**src/rtl/matrix_add_pipe_if.sv**
```systemverilog
// Control handshake plus A/B read ports and C write port of the matrix adder.
// The host (master) drives start and read data; the adder core (slave) drives the rest.
interface matrix_add_pipe_if #(
    parameter int unsigned DATA_W = 32,
    parameter int unsigned ADDR_W = 4
);

    logic              ap_start;
    logic              ap_done;
    logic              ap_ready;
    logic              ap_idle;

    logic [ADDR_W-1:0] a_address0;
    logic              a_ce0;
    logic [DATA_W-1:0] a_q0;

    logic [ADDR_W-1:0] b_address0;
    logic              b_ce0;
    logic [DATA_W-1:0] b_q0;

    logic [ADDR_W-1:0] c_address0;
    logic              c_ce0;
    logic              c_we0;
    logic [DATA_W-1:0] c_d0;

    modport master (
        output ap_start, a_q0, b_q0,
        input  ap_done, ap_ready, ap_idle,
        input  a_address0, a_ce0, b_address0, b_ce0,
        input  c_address0, c_ce0, c_we0, c_d0
    );

    modport slave (
        input  ap_start, a_q0, b_q0,
        output ap_done, ap_ready, ap_idle,
        output a_address0, a_ce0, b_address0, b_ce0,
        output c_address0, c_ce0, c_we0, c_d0
    );

endinterface

```
**src/rtl/matrix_add_pipe.sv**
```systemverilog
// Element-wise C = A + B over a ROWS x COLS matrix, streamed one index per cycle
// through a read / add / write pipeline against 1-cycle-latency memories.
module matrix_add_pipe #(
    parameter int unsigned ROWS   = 3,
    parameter int unsigned COLS   = 3,
    parameter int unsigned DATA_W = 32,
    parameter int unsigned ADDR_W = $clog2((ROWS * COLS) > 1 ? (ROWS * COLS) : 2)
) (
    input logic               ap_clk,
    input logic               ap_rst,
    matrix_add_pipe_if.slave  bus
);

    localparam int unsigned N     = ROWS * COLS;
    // Issue counter must be able to hold N itself so it can saturate there.
    localparam int unsigned CNT_W = $clog2(N + 1);

    typedef enum logic [2:0] {
        StIdle = 3'b001,
        StRun  = 3'b010,
        StDone = 3'b100
    } state_e;

    state_e             state_q, state_d;
    logic [CNT_W-1:0]   k_q, k_d;
    logic               iter0;
    logic               iter1_q;
    logic               iter2_q;
    logic [ADDR_W-1:0]  addr1_q;
    logic [ADDR_W-1:0]  addr2_q;
    logic [DATA_W-1:0]  sum_q;
    logic               last_drain;

    always_comb begin
        state_d    = state_q;
        k_d        = k_q;
        iter0      = (state_q == StRun) && (k_q < CNT_W'(N));
        // Pipeline is empty behind the final write once issue has stopped.
        last_drain = (state_q == StRun) && !iter0 && !iter1_q && iter2_q;

        unique case (state_q)
            StIdle: begin
                if (bus.ap_start) begin
                    state_d = StRun;
                    k_d     = '0;
                end
            end
            StRun: begin
                if (iter0) begin
                    k_d = k_q + CNT_W'(1);
                end
                if (last_drain) begin
                    state_d = StDone;
                end
            end
            StDone: begin
                state_d = StIdle;
            end
            default: begin
                state_d = StIdle;
            end
        endcase
    end

    always_ff @(posedge ap_clk or posedge ap_rst) begin
        if (ap_rst) begin
            state_q <= StIdle;
            k_q     <= '0;
            iter1_q <= 1'b0;
            iter2_q <= 1'b0;
            addr1_q <= '0;
            addr2_q <= '0;
            sum_q   <= '0;
        end else begin
            state_q <= state_d;
            k_q     <= k_d;
            iter1_q <= iter0;
            iter2_q <= iter1_q;
            addr1_q <= ADDR_W'(k_q);
            if (iter1_q) begin
                addr2_q <= addr1_q;
                sum_q   <= bus.a_q0 + bus.b_q0;
            end
        end
    end

    always_comb begin
        bus.ap_idle    = (state_q == StIdle);
        bus.ap_done    = (state_q == StDone);
        bus.ap_ready   = (state_q == StDone);

        bus.a_ce0      = iter0;
        bus.b_ce0      = iter0;
        bus.a_address0 = ADDR_W'(k_q);
        bus.b_address0 = ADDR_W'(k_q);

        bus.c_ce0      = iter2_q;
        bus.c_we0      = iter2_q;
        bus.c_address0 = addr2_q;
        bus.c_d0       = sum_q;
    end

    a_state_onehot: assert property (@(posedge ap_clk) disable iff (ap_rst)
        $onehot(state_q));

    a_read_in_range: assert property (@(posedge ap_clk) disable iff (ap_rst)
        bus.a_ce0 |-> (32'(bus.a_address0) < N));

endmodule

```
**src/flat_wrapper.sv**
```systemverilog
// flat-port wrapper written by rule: the top's interface ports become plain ports
module matrix_add_pipe_flat 
#(
    parameter int unsigned ROWS   = 3,
    parameter int unsigned COLS   = 3,
    parameter int unsigned DATA_W = 32,
    parameter int unsigned ADDR_W = $clog2((ROWS * COLS) > 1 ? (ROWS * COLS) : 2)
)
  (ap_clk, ap_rst, bus_ap_start, bus_a_q0, bus_b_q0, bus_ap_done, bus_ap_ready, bus_ap_idle, bus_a_address0, bus_a_ce0, bus_b_address0, bus_b_ce0, bus_c_address0, bus_c_ce0, bus_c_we0, bus_c_d0);
  matrix_add_pipe_if #(.DATA_W(DATA_W), .ADDR_W(ADDR_W)) bus_i ();
  input logic ap_clk;
  input logic ap_rst;
  input wire logic [$bits(bus_i.ap_start)-1:0] bus_ap_start;
  input wire logic [$bits(bus_i.a_q0)-1:0] bus_a_q0;
  input wire logic [$bits(bus_i.b_q0)-1:0] bus_b_q0;
  output wire logic [$bits(bus_i.ap_done)-1:0] bus_ap_done;
  output wire logic [$bits(bus_i.ap_ready)-1:0] bus_ap_ready;
  output wire logic [$bits(bus_i.ap_idle)-1:0] bus_ap_idle;
  output wire logic [$bits(bus_i.a_address0)-1:0] bus_a_address0;
  output wire logic [$bits(bus_i.a_ce0)-1:0] bus_a_ce0;
  output wire logic [$bits(bus_i.b_address0)-1:0] bus_b_address0;
  output wire logic [$bits(bus_i.b_ce0)-1:0] bus_b_ce0;
  output wire logic [$bits(bus_i.c_address0)-1:0] bus_c_address0;
  output wire logic [$bits(bus_i.c_ce0)-1:0] bus_c_ce0;
  output wire logic [$bits(bus_i.c_we0)-1:0] bus_c_we0;
  output wire logic [$bits(bus_i.c_d0)-1:0] bus_c_d0;
  assign bus_i.ap_start = bus_ap_start;
  assign bus_i.a_q0 = bus_a_q0;
  assign bus_i.b_q0 = bus_b_q0;
  assign bus_ap_done = bus_i.ap_done;
  assign bus_ap_ready = bus_i.ap_ready;
  assign bus_ap_idle = bus_i.ap_idle;
  assign bus_a_address0 = bus_i.a_address0;
  assign bus_a_ce0 = bus_i.a_ce0;
  assign bus_b_address0 = bus_i.b_address0;
  assign bus_b_ce0 = bus_i.b_ce0;
  assign bus_c_address0 = bus_i.c_address0;
  assign bus_c_ce0 = bus_i.c_ce0;
  assign bus_c_we0 = bus_i.c_we0;
  assign bus_c_d0 = bus_i.c_d0;
  matrix_add_pipe #(.ROWS(ROWS), .COLS(COLS), .DATA_W(DATA_W), .ADDR_W(ADDR_W)) u_core (.ap_clk(ap_clk), .ap_rst(ap_rst), .bus(bus_i));
endmodule
```
**config.mk**
```make
export PLATFORM = sky130hd
export DESIGN_NAME = matrix_add_pipe_flat
export DESIGN_NICKNAME = d
export VERILOG_FILES = /design/src/rtl/matrix_add_pipe_if.sv /design/src/rtl/matrix_add_pipe.sv /design/src/flat_wrapper.sv
export SDC_FILE = /design/constraint.sdc
export NUM_CORES = 1
export LEC_CHECK = 0
export BUFFER_PORTS_ARGS = -buffer_cell sky130_fd_sc_hd__buf_2
export CAP_MARGIN = 20
export CELL_PAD_IN_SITES_DETAIL_PLACEMENT = 0
export CELL_PAD_IN_SITES_GLOBAL_PLACEMENT = 1
export CORE_UTILIZATION = 39
export DETAILED_ROUTE_END_ITERATION = 7
export PLACE_DENSITY_LB_ADDON = 0.1
export SKIP_LAST_GASP = 1
export SLEW_MARGIN = 20
export SYNTH_ARGS = -nofsm -noshare
export SYNTH_HDL_FRONTEND = slang
export SYNTH_SLANG_ARGS = --single-unit
```
**constraint.sdc**
```tcl
create_clock -name ap_clk -period 1.8 [get_ports ap_clk]
set_input_delay 0.36 -clock ap_clk [delete_from_list [all_inputs] [get_ports ap_clk]]
set_output_delay 0.36 -clock ap_clk [all_outputs]
set_load 0.005 [all_outputs]
```
==> results of run 1 <==
==> cell usage after synthesis (4+ instances only) <==
cell and n:
sky130_fd_sc_hd__o2111ai_1 4, sky130_fd_sc_hd__mux2_2 17, sky130_fd_sc_hd__clkbuf_1 11, sky130_fd_sc_hd__o311ai_0 5, sky130_fd_sc_hd__nand2_1 38, sky130_fd_sc_hd__and3_1 7, sky130_fd_sc_hd__buf_4 7, sky130_fd_sc_hd__a21o_1 20
sky130_fd_sc_hd__xor2_1 5, sky130_fd_sc_hd__o21a_1 10, sky130_fd_sc_hd__nand2b_1 5, sky130_fd_sc_hd__a31oi_1 4, sky130_fd_sc_hd__a211o_1 5, sky130_fd_sc_hd__dfrtp_1 48, sky130_fd_sc_hd__nand3_1 11, sky130_fd_sc_hd__nand4_1 7
sky130_fd_sc_hd__o211ai_1 5, sky130_fd_sc_hd__o21ai_0 17, sky130_fd_sc_hd__inv_1 19, sky130_fd_sc_hd__nor2_1 24, sky130_fd_sc_hd__nor3_1 7, sky130_fd_sc_hd__xnor2_1 10, sky130_fd_sc_hd__a21oi_1 39, sky130_fd_sc_hd__a211oi_1 9
sky130_fd_sc_hd__and2_1 4, sky130_fd_sc_hd__ha_1 33
==> worst min path at each step <==
| stage | startpoint | end | slack [ns] | depth (start not counted) |
|---|---|---|---|---|
| after global routing | ap_rst | u_core.bus.c_d0[0] | 0.04 | 2 |
| after CTS | ap_rst | u_core.bus.c_d0[0] | 0.01 | 2 |
| after detailed placement | ap_rst | u_core.bus.c_d0[0] | 0.37 | 2 |
| after global placement | ap_rst | u_core.bus.c_d0[0] | 0.37 | 2 |
| after floorplan | u_core.iter1_q | u_core.bus.c_ce0 | 0.35 | 0 |
| final | ap_rst | u_core.bus.c_d0[0] | 0.009 | 2 |
==> cell type report <==
cell class | count | area (sq um)
flip-flops and latches | 49 | 1230
multi-input cells | 340 | 3030
repair buffers | 245 | 1690
inverters | 19 | 71.3
clock buffers | 5 | 68.8
clock inverters | 3 | 28.8
fillers | 840 | 3450
well taps | 133 | 166
==> worst max-delay path, cell delays in order <==
cell and delay [ns]:
sky130_fd_sc_hd__buf_6 0.10, sky130_fd_sc_hd__ha_4 0.16, sky130_fd_sc_hd__fa_2 0.37, sky130_fd_sc_hd__a21o_1 0.25, sky130_fd_sc_hd__a221o_1 0.37, sky130_fd_sc_hd__a22o_2 0.27
sky130_fd_sc_hd__o21ai_2 0.13, sky130_fd_sc_hd__buf_6 0.14, sky130_fd_sc_hd__o2111ai_1 0.12, sky130_fd_sc_hd__o311ai_1 0.11
==> timing repair <==
item / 4_1_cts / 5_1_grt
pin swaps: 30 / 34
endpoints found under the setup margin: 26 / 26
setup buffers: 12 / 7
gates cloned: 0 / 0
gates resized for setup: 44 / 46
hold endpoints to repair: 0 / 0
==> metrics by stage <==
step	hold WS [ns]	cell area [sq um]	worst slack, ns	TNS [ns]	power, mW
finish	0.00893	6280	-0.362	-3.73	5.62
detailed placement	0.367	5610	-0.685	-13.38	4.51
global route	0.0377	6280	-0.400	-4.88	6.02
global placement	0.365	5610	-0.645	-12.30	4.42
floorplan	0.352	4180	-0.438	-4.51	3.29
CTS	0.0135	6040	-0.309	-2.87	5.45
==> kinds of logic (layout without fill, tap and decap cells) <==
kind of cell / count (synthesis) / count (layout) / share of synthesized area
DFF: 49 / 49 / 0.316
and+or+nand+nor: 124 / 124 / 0.160
muxes: 17 / 17 / 0.0493
adders and majority gates: 34 / 34 / 0.111
xor gates and xnor gates: 15 / 15 / 0.0338
AOI/OAI and AO/OA: 150 / 150 / 0.278
buffers and inverters: 43 / 272 / 0.0512
==> registers in the layout, indices dropped and copies added, names as in the netlist <==
name                   count
u_core.bus.a_address0      4
u_core.state_q             3
u_core.bus.c_d0           32
u_core.iter1_q             1
u_core.bus.c_address0      4
u_core.addr1_q             4
u_core.bus.c_ce0           1
==> metal layers <==
layer / vias to the layer above / GRT usage
met3: 10 / 0.0328
met1: 2014 / 0.309
met5: - / 0
li1: 2065 / -
met2: 117 / 0.417
met4: 0 / 0.0451
==> power breakdown <==
| part | internal (mW) | switching [mW] |
|---|---|---|
| Clock | 0.295 | 0.469 |
| Combinational | 1.65 | 1.40 |
| Sequential | 1.54 | 0.260 |
| Total | 3.49 | 2.13 |
==> metrics.log, run 1 <==
[metrics] worst slew pin tran: 0.461 ns
[metrics] R2R Setup Slk: 0.33 ns
[metrics] Starting Density: 0.399
[metrics] endpoint kind of the worst setup timing path: register
[metrics] clock transition at the register clock pins on the worst setup and hold paths after CTS: 0.12 ns
[metrics] first-pass iteration count of the detailed router: 4
[metrics] Worst setup startpoint: bus_b_q0[0]
[metrics] proportion of synthesized chip area in sequential cells: 0.316
[metrics] period utilisation layout: 1.20
[metrics] cell count after placement: 769
[metrics] number of vias after detailed routing: 4,206
[metrics] clock skew after layout: 0.0101 ns
[metrics] Syn-to-layout area delta: 61.6%
[metrics] GRT overflow: 0
[metrics] number of instances in the synthesized netlist: 432
[metrics] worst rel slew slack: 0.692
[metrics] routability congestion estimate: 0.865
[metrics] wire length of the first global-routing pass: 19.3 mm
[metrics] half-perimeter wire length after detailed placement: 9.50 mm
[metrics] CTS H-Tree Depth: 2
[metrics] fmax: 462 MHz
[metrics] Most used DFF post-synth: sky130_fd_sc_hd__dfrtp_1
[metrics] Routed WL per cell: 15.4 um
[metrics] number of buffers added to fix hold violations after cts: 0
[metrics] mean area per synthesized cell: 9.00 sq um
[metrics] Core Util, Final: 0.645
[metrics] overall die height: 102 um
[metrics] met3 WL post-DR: 550 um
[metrics] antenna violations before repair: 0
[metrics] Net Count, Synth: 533
[metrics] most frequent standard cell in the layout excluding fill and tap cells: sky130_fd_sc_hd__buf_4
[metrics] portion of synthesized cell area occupied by the leading cell type: 0.309
[metrics] Post-synth EDFFs: 0
[metrics] number of maximum-capacitance violations: 0
[metrics] flip-flop and latch count after synthesis: 49
[metrics] count of different cell masters after synthesis: 67
[metrics] number of buffers added on ports: 117
[metrics] vias in the first global route: 4,129
[metrics] final setup slack of the worst path: -0.362 ns
[metrics] maximum clock path buffer count: 2
[metrics] pins over their slew limit: 0
[metrics] Clock Sinks: 49
[metrics] type of the most critical hold path: input port to async pin
[metrics] Register-to-Register Path Depth: 5
[metrics] Final Hold Viols: 0
[metrics] clock tree from TritonCTS: built
[metrics] Floorplan Core Area: 9730 sq um
[metrics] Mapped Area: 3890 sq um
[metrics] final routed wirelength across all metal layers: 12.2 mm
[metrics] violated checks: setup timing
[metrics] width of the chip: 102 um
[metrics] capture instance of the worst register-to-register path: u_core.bus.a_address0[3]
[metrics] arrival time at the worst endpoint: 2.38 ns
[metrics] Final Net Count: 761
[metrics] Die Area: 10,400 sq um
[metrics] I/O pin count: 118
[metrics] number of antenna diodes: 0
[metrics] Reg2Reg Launch Point: u_core.state_q[0]
[metrics] uppermost routed layer: met4
[metrics] overall track demand over capacity in global routing: 0.236
[metrics] post-route insts no fill: 794
[metrics] remaining number of nets flagged by the antenna check after routing: 0
[metrics] first-iteration detailed-routing DRC count: 178
[metrics] CTS Buf Count: 5
[metrics] capture point of the worst path: u_core.bus.c_d0[30]
[metrics] top cells by area in the synthesized netlist: sky130_fd_sc_hd__dfrtp_1 31%, sky130_fd_sc_hd__ha_1 11%, sky130_fd_sc_hd__a21oi_1 5.0%, sky130_fd_sc_hd__mux2_2 4.9%, sky130_fd_sc_hd__a21o_1 3.9%
[metrics] source-to-sink clock delay at the later pin of the worst-skew pair: 0.32 ns
[metrics] synthesis warning total: 0
[metrics] fraction of registers with async set/reset: 1.00
[metrics] most frequent cells in the layout: 116 x sky130_fd_sc_hd__buf_4, 104 x sky130_fd_sc_hd__buf_2, 48 x sky130_fd_sc_hd__dfrtp_1, 32 x sky130_fd_sc_hd__nand2_1, 31 x sky130_fd_sc_hd__a21oi_1
[metrics] maximum fanout along the worst path: 6
[metrics] ratio of routed vias to standard cells: 5.30
[metrics] clock tree root driver cell: sky130_fd_sc_hd__clkbuf_8
[metrics] routed wire length on met2: 5.91 mm
[metrics] Met1 Routed Length: 5.60 mm
[metrics] crit path time final: 2.16 ns
[metrics] cell taking the most area after synthesis: sky130_fd_sc_hd__dfrtp_1
[metrics] Worst setup SP type: input port
[metrics] VDD IR-drop max: 514 uV
[metrics] CP Class: input port to register
[metrics] number of design rule violations left after detail routing: 0
[metrics] data required time of the worst path: 2.02 ns
[metrics] static leakage: 2.97 nW
[metrics] Cell Pwr Density: 895 nW/um^2
[metrics] setup repair after global routing missed its margin: yes
[metrics] count of standard-cell rows: 36
[metrics] largest net degree at the start of global routing: 24
[metrics] fraction of final layout cells sized beyond drive strength 1: 0.536
[metrics] Final Setup Violations: 17
[metrics] result of the run: finished with violations
Note: power is estimated with default switching activity, not from simulation.
==> inputs of run 2 (changes only) <==
--- a/config.mk
+++ b/config.mk
@@ -11,6 +11,7 @@
 export CELL_PAD_IN_SITES_GLOBAL_PLACEMENT = 1
 export CORE_UTILIZATION = 39
 export DETAILED_ROUTE_END_ITERATION = 7
+export MAX_ROUTING_LAYER = met4
 export PLACE_DENSITY_LB_ADDON = 0.1
 export SKIP_LAST_GASP = 1
 export SLEW_MARGIN = 20
==> metrics.log, run 2 (synthesis gave the netlist of run 1 again) <==
[metrics] maximum fanout along the worst path: 6
[metrics] Die Area: 10,400 sq um
[metrics] number of vias after detailed routing: 4,260
[metrics] smallest hold slack: 0.0520 ns
[metrics] fraction of final layout cells sized beyond drive strength 1: 0.539
[metrics] Core Util, Final: 0.649
[metrics] Final Net Count: 766
[metrics] Largest register FFs: 32
[metrics] routability congestion estimate: 0.849
[metrics] post-route insts no fill: 799
[metrics] number of antenna diodes: 0
[metrics] width of the chip: 102 um
[metrics] clock tree from TritonCTS: built
[metrics] worst slew pin tran: 0.495 ns
[metrics] remaining number of nets flagged by the antenna check after routing: 0
[metrics] Routed WL per cell: 15.3 um
[metrics] fmax: 478 MHz
[metrics] Starting Density: 0.399
[metrics] crit path time final: 2.09 ns
[metrics] most frequent standard cell in the layout excluding fill and tap cells: sky130_fd_sc_hd__buf_4
[metrics] clock skew after layout: 0.00852 ns
[metrics] clock transition at the register clock pins on the worst setup and hold paths after CTS: 0.11 ns
[metrics] Floorplan Core Area: 9730 sq um
[metrics] final routed wirelength across all metal layers: 12.2 mm
[metrics] I/O pin count: 118
[metrics] Worst setup SP type: input port
[metrics] first-iteration detailed-routing DRC count: 155
[metrics] cell count after placement: 771
[metrics] clock tree root driver cell: sky130_fd_sc_hd__clkbuf_8
[metrics] first-pass iteration count of the detailed router: 4
[metrics] static leakage: 3.00 nW
[metrics] CTS Buf Count: 5
[metrics] GRT overflow: 0
[metrics] Final Setup Violations: 17
[metrics] VDD IR-drop max: 589 uV
[metrics] worst rel slew slack: 0.669
[metrics] data required time of the worst path: 2.00 ns
[metrics] pins over their slew limit: 0
[metrics] most frequent cells in the layout: 124 x sky130_fd_sc_hd__buf_4, 104 x sky130_fd_sc_hd__buf_2, 48 x sky130_fd_sc_hd__dfrtp_1, 32 x sky130_fd_sc_hd__nand2_1, 29 x sky130_fd_sc_hd__a21oi_1
[metrics] final setup slack of the worst path: -0.291 ns
[metrics] wire length of the first global-routing pass: 19.4 mm
[metrics] setup repair after global routing missed its margin: yes
[metrics] CP Class: input port to register
[metrics] period utilisation layout: 1.16
[metrics] Clock Sinks: 49
[metrics] overall track demand over capacity in global routing: 0.247
[metrics] endpoint kind of the worst setup timing path: register
[metrics] half-perimeter wire length after detailed placement: 9.35 mm
[metrics] number of design rule violations left after detail routing: 0
[metrics] violated checks: setup timing
[metrics] ratio of routed vias to standard cells: 5.33
[metrics] number of buffers added on ports: 117
[metrics] count of standard-cell rows: 36
[metrics] arrival time at the worst endpoint: 2.29 ns
[metrics] Final Hold Viols: 0
[metrics] antenna violations before repair: 0
[metrics] vias in the first global route: 4,219
[metrics] largest net degree at the start of global routing: 23
[metrics] number of maximum-capacitance violations: 0
[metrics] CTS H-Tree Depth: 2
[metrics] type of the most critical hold path: input port to async pin
[metrics] result of the run: finished with violations
[metrics] source-to-sink clock delay at the later pin of the worst-skew pair: 0.32 ns
[metrics] Syn-to-layout area delta: 62.4%
[metrics] maximum clock path buffer count: 2
[metrics] number of buffers added to fix hold violations after cts: 0
[metrics] Cell Pwr Density: 890 nW/um^2
[metrics] overall die height: 102 um
==> run 2: path summary, 6_finish.rpt <==
kind	startpoint	endpoint	slack [ns]	cells past startpoint
min	ap_rst	u_core.bus.c_ce0	0.05	2
max reg2reg	u_core.bus.a_address0[0]	u_core.bus.a_address0[2]	0.29	9
min reg2reg	u_core.addr1_q[3]	u_core.bus.c_address0[3]	0.49	1
min in group ap_clk	bus_a_q0[0]	u_core.bus.c_d0[0]	0.38	3
max	bus_b_q0[0]	u_core.bus.c_d0[30]	-0.29	10
max in group asynchronous	ap_rst	u_core.bus.c_address0[3]	1.23	3
==> run 2: stage by stage <==
stage	instance area, sq um	total power [mW]	TNS (ns)	setup WS, ns
after floorplan	4180	3.29	-4.51	-0.438
after global placement	5620	4.42	-12.28	-0.644
after detailed placement	5620	4.49	-13.43	-0.713
after CTS	6050	5.42	-2.75	-0.311
after global routing	6310	6.02	-4.31	-0.346
final	6310	5.62	-3.06	-0.291
==> run 2: cell type report <==
type	instances	area [sq um]
Fill cell	858	3420
Clock inverter	3	28.8
Clock buffer	5	68.8
Tap cell	133	166
Sequential cell	49	1230
Timing Repair Buffer	250	1710
Inverter	19	71.3
Multi-Input combinational cell	340	3040
==> run 2: worst max-delay path: stages <==
cell and delay, ns:
sky130_fd_sc_hd__buf_6 0.10, sky130_fd_sc_hd__ha_4 0.15, sky130_fd_sc_hd__fa_2 0.37, sky130_fd_sc_hd__a21o_1 0.23
sky130_fd_sc_hd__a221o_1 0.36, sky130_fd_sc_hd__a22o_4 0.26, sky130_fd_sc_hd__o21ai_2 0.13, sky130_fd_sc_hd__buf_6 0.14
sky130_fd_sc_hd__o21a_1 0.12, sky130_fd_sc_hd__o311ai_2 0.08
==> run 2: power by group <==
| group | switching [mW] | internal (mW) |
|---|---|---|
| registers | 0.269 | 1.54 |
| clock network | 0.465 | 0.295 |
| logic | 1.39 | 1.66 |
==> run 2: routing by layer <==
| metal | GRT usage | share of wire | vias up |
|---|---|---|---|
| li1 | - | - | 2066 |
| met1 | 0.306 | 0.45 | 2047 |
| met2 | 0.418 | 0.49 | 130 |
| met3 | 0.0369 | 0.053 | 17 |
| met4 | 0.0692 | 0.015 | 0 |
| met5 | - | 0 | - |
==> run 2: what timing repair did <==
action                     in CTS  in global routing
setup endpoints to repair      25                 26
pin swaps                      27                 22
buffers inserted               12                  8
resized for setup              43                 40
==> inputs of run 3 (changes only) <==
--- a/config.mk
+++ b/config.mk
@@ -12,7 +12,7 @@
 export CORE_UTILIZATION = 39
 export DETAILED_ROUTE_END_ITERATION = 7
 export MAX_ROUTING_LAYER = met4
-export PLACE_DENSITY_LB_ADDON = 0.1
+export PLACE_DENSITY = 0.79
 export SKIP_LAST_GASP = 1
 export SLEW_MARGIN = 20
 export SYNTH_ARGS = -nofsm -noshare
==> metrics.log, run 3 (synthesis gave the netlist of run 1 again) <==
[metrics] result of the run: finished with violations
[metrics] violated checks: DRC, setup timing
[metrics] switching power as a share of total power: 0.379
[metrics] number of design rule violations left after detail routing: 1
[metrics] total power consumption of the routed design: 5.56 mW
[metrics] Pint: 3.45 mW
[metrics] Cell Pwr Density: 889 nW/um^2
[metrics] clock group share of total power: 0.137
[metrics] I/O pin count: 118
[metrics] Worst Setup Slack post-DPL: -0.681 ns
[metrics] most frequent cells in the layout: 120 x sky130_fd_sc_hd__buf_4, 108 x sky130_fd_sc_hd__buf_2, 48 x sky130_fd_sc_hd__dfrtp_1, 33 x sky130_fd_sc_hd__nand2_1, 28 x sky130_fd_sc_hd__a21oi_1
[metrics] period utilisation layout: 1.16
[metrics] Syn-to-layout area delta: 60.9%
[metrics] number of buffers added to fix hold violations after cts: 0
[metrics] final routed wirelength across all metal layers: 12.0 mm
[metrics] Die Area: 10,400 sq um
[metrics] Final Setup Violations: 16
[metrics] Final Hold Viols: 0
[metrics] maximum clock path buffer count: 2
[metrics] most frequent standard cell in the layout excluding fill and tap cells: sky130_fd_sc_hd__buf_4
[metrics] first-pass iteration count of the detailed router: 8
[metrics] final setup slack of the worst path: -0.291 ns
[metrics] clock transition at the register clock pins on the worst setup and hold paths after CTS: 0.11 ns
[metrics] CTS H-Tree Depth: 2
[metrics] CTS Buf Count: 5
[metrics] GRT overflow: 0
[metrics] Starting Density: 0.399
[metrics] source-to-sink clock delay at the later pin of the worst-skew pair: 0.32 ns
[metrics] fmax: 478 MHz
[metrics] maximum fanout along the worst path: 3
[metrics] share of total power in sequential cells: 0.325
[metrics] remaining number of nets flagged by the antenna check after routing: 0
[metrics] antenna violations before repair: 0
[metrics] width of the chip: 102 um
[metrics] combinational share of power: 0.537
[metrics] endpoint kind of the worst setup timing path: register
[metrics] Final Net Count: 763
[metrics] Sum Neg Setup Slack: -2.84 ns
[metrics] static leakage: 2.99 nW
[metrics] half-perimeter wire length after detailed placement: 8.76 mm
[metrics] fraction of final layout cells sized beyond drive strength 1: 0.534
[metrics] number of vias after detailed routing: 4,198
[metrics] clock skew after layout: 0.00406 ns
[metrics] clock tree from TritonCTS: built
[metrics] Largest register FFs: 32
[metrics] ratio of routed vias to standard cells: 5.27
[metrics] number of antenna diodes: 0
[metrics] worst slew pin tran: 0.376 ns
[metrics] Worst setup SP type: input port
[metrics] worst rel slew slack: 0.747
[metrics] first-iteration detailed-routing DRC count: 101
[metrics] pins over their slew limit: 0
[metrics] overall track demand over capacity in global routing: 0.246
[metrics] number of buffers added on ports: 117
[metrics] largest net degree at the start of global routing: 50
[metrics] arrival time at the worst endpoint: 2.31 ns
[metrics] number of maximum-capacitance violations: 0
[metrics] setup repair after global routing missed its margin: yes
[metrics] Routed WL per cell: 15.1 um
[metrics] wire length of the first global-routing pass: 19.6 mm
[metrics] Clock Sinks: 49
[metrics] VDD IR-drop max: 568 uV
[metrics] count of standard-cell rows: 36
[metrics] clock tree root driver cell: sky130_fd_sc_hd__clkbuf_8
[metrics] crit path time final: 2.09 ns
[metrics] vias in the first global route: 4,203
[metrics] reported net switching power: 2.10 mW
[metrics] Floorplan Core Area: 9730 sq um
[metrics] overall die height: 102 um
[metrics] routability congestion estimate: 0.859
[metrics] data required time of the worst path: 2.02 ns
[metrics] CP Class: input port to register
[metrics] type of the most critical hold path: input port to async pin
[metrics] filler cell count: 860
run 3: critical path, stage by stage:
cell                      delay [ns]
sky130_fd_sc_hd__buf_6          0.10
sky130_fd_sc_hd__ha_4           0.15
sky130_fd_sc_hd__fa_2           0.36
sky130_fd_sc_hd__a21o_1         0.22
sky130_fd_sc_hd__a221o_1        0.36
sky130_fd_sc_hd__a22o_4         0.26
sky130_fd_sc_hd__nor2_4         0.13
sky130_fd_sc_hd__o21ai_1        0.07
sky130_fd_sc_hd__a221o_1        0.29
run 3: cell type report:
class | count | area (sq um) | area share
Tap cell | 133 | 166 | 0.0266
Sequential cell | 49 | 1230 | 0.196
Multi-Input combinational cell | 340 | 3010 | 0.481
Clock buffer | 5 | 68.8 | 0.0110
Timing Repair Buffer | 247 | 1680 | 0.269
Clock inverter | 3 | 28.8 | 0.00460
Inverter | 19 | 71.3 | 0.0114
run 3: power by group through the flow:
stage / clock network (mW) / registers, mW / logic, mW
2_1_floorplan: 0 / 1.82 / 1.47
3_3_place_gp: 0 / 1.81 / 2.60
3_5_place_dp: 0 / 1.82 / 2.67
4_1_cts: 0.790 / 1.80 / 2.82
5_1_grt: 0.828 / 1.86 / 3.31
6_report: 0.762 / 1.81 / 2.99
run 3: what timing repair did:
action,4_1_cts,5_1_grt
resized for setup,36,41
buffers inserted,14,10
pin swaps,23,24
endpoints found under the setup margin,26,26
run 3: per-layer routing:
layer	wire, um	part of all wire	track usage	vias to the layer above
met5	0	0	-	-
met2	5760	0.48	0.411	111
met1	5480	0.46	0.309	2017
li1	-	-	-	2056
met3	591	0.049	0.0424	14
met4	146	0.012	0.0615	0
run 3: through the flow:
| stage | hold slack, ns | instance area (sq um) | std cells | utilization |
|---|---|---|---|---|
| 2_1_floorplan | 0.352 | 4180 | 432 | - |
| 3_5_place_dp | 0.443 | 5600 | 765 | 0.576 |
| 5_1_grt | 0.101 | 6250 | 796 | 0.642 |
| 6_report | 0.0814 | 6250 | 796 | 0.642 |
| 4_1_cts | 0.0847 | 5990 | 787 | 0.616 |
| 3_3_place_gp | 0.429 | 5600 | 765 | 0.576 |
run 3: worst paths after layout:
| kind | to | slack, ns | from | cells past startpoint |
|---|---|---|---|---|
| worst max-delay path | u_core.bus.c_d0[18] | -0.29 | bus_b_q0[0] | 9 |
| worst min-delay path | u_core.state_q[2] | 0.08 | ap_rst | 3 |
| worst max register to register | u_core.bus.a_address0[2] | 0.31 | u_core.bus.a_address0[0] | 9 |
| worst min register to register | u_core.bus.c_address0[1] | 0.49 | u_core.addr1_q[1] | 1 |
| max in group asynchronous | u_core.state_q[0] | 1.45 | ap_rst | 3 |
| min in group ap_clk | u_core.state_q[0] | 0.37 | bus_ap_start | 4 |
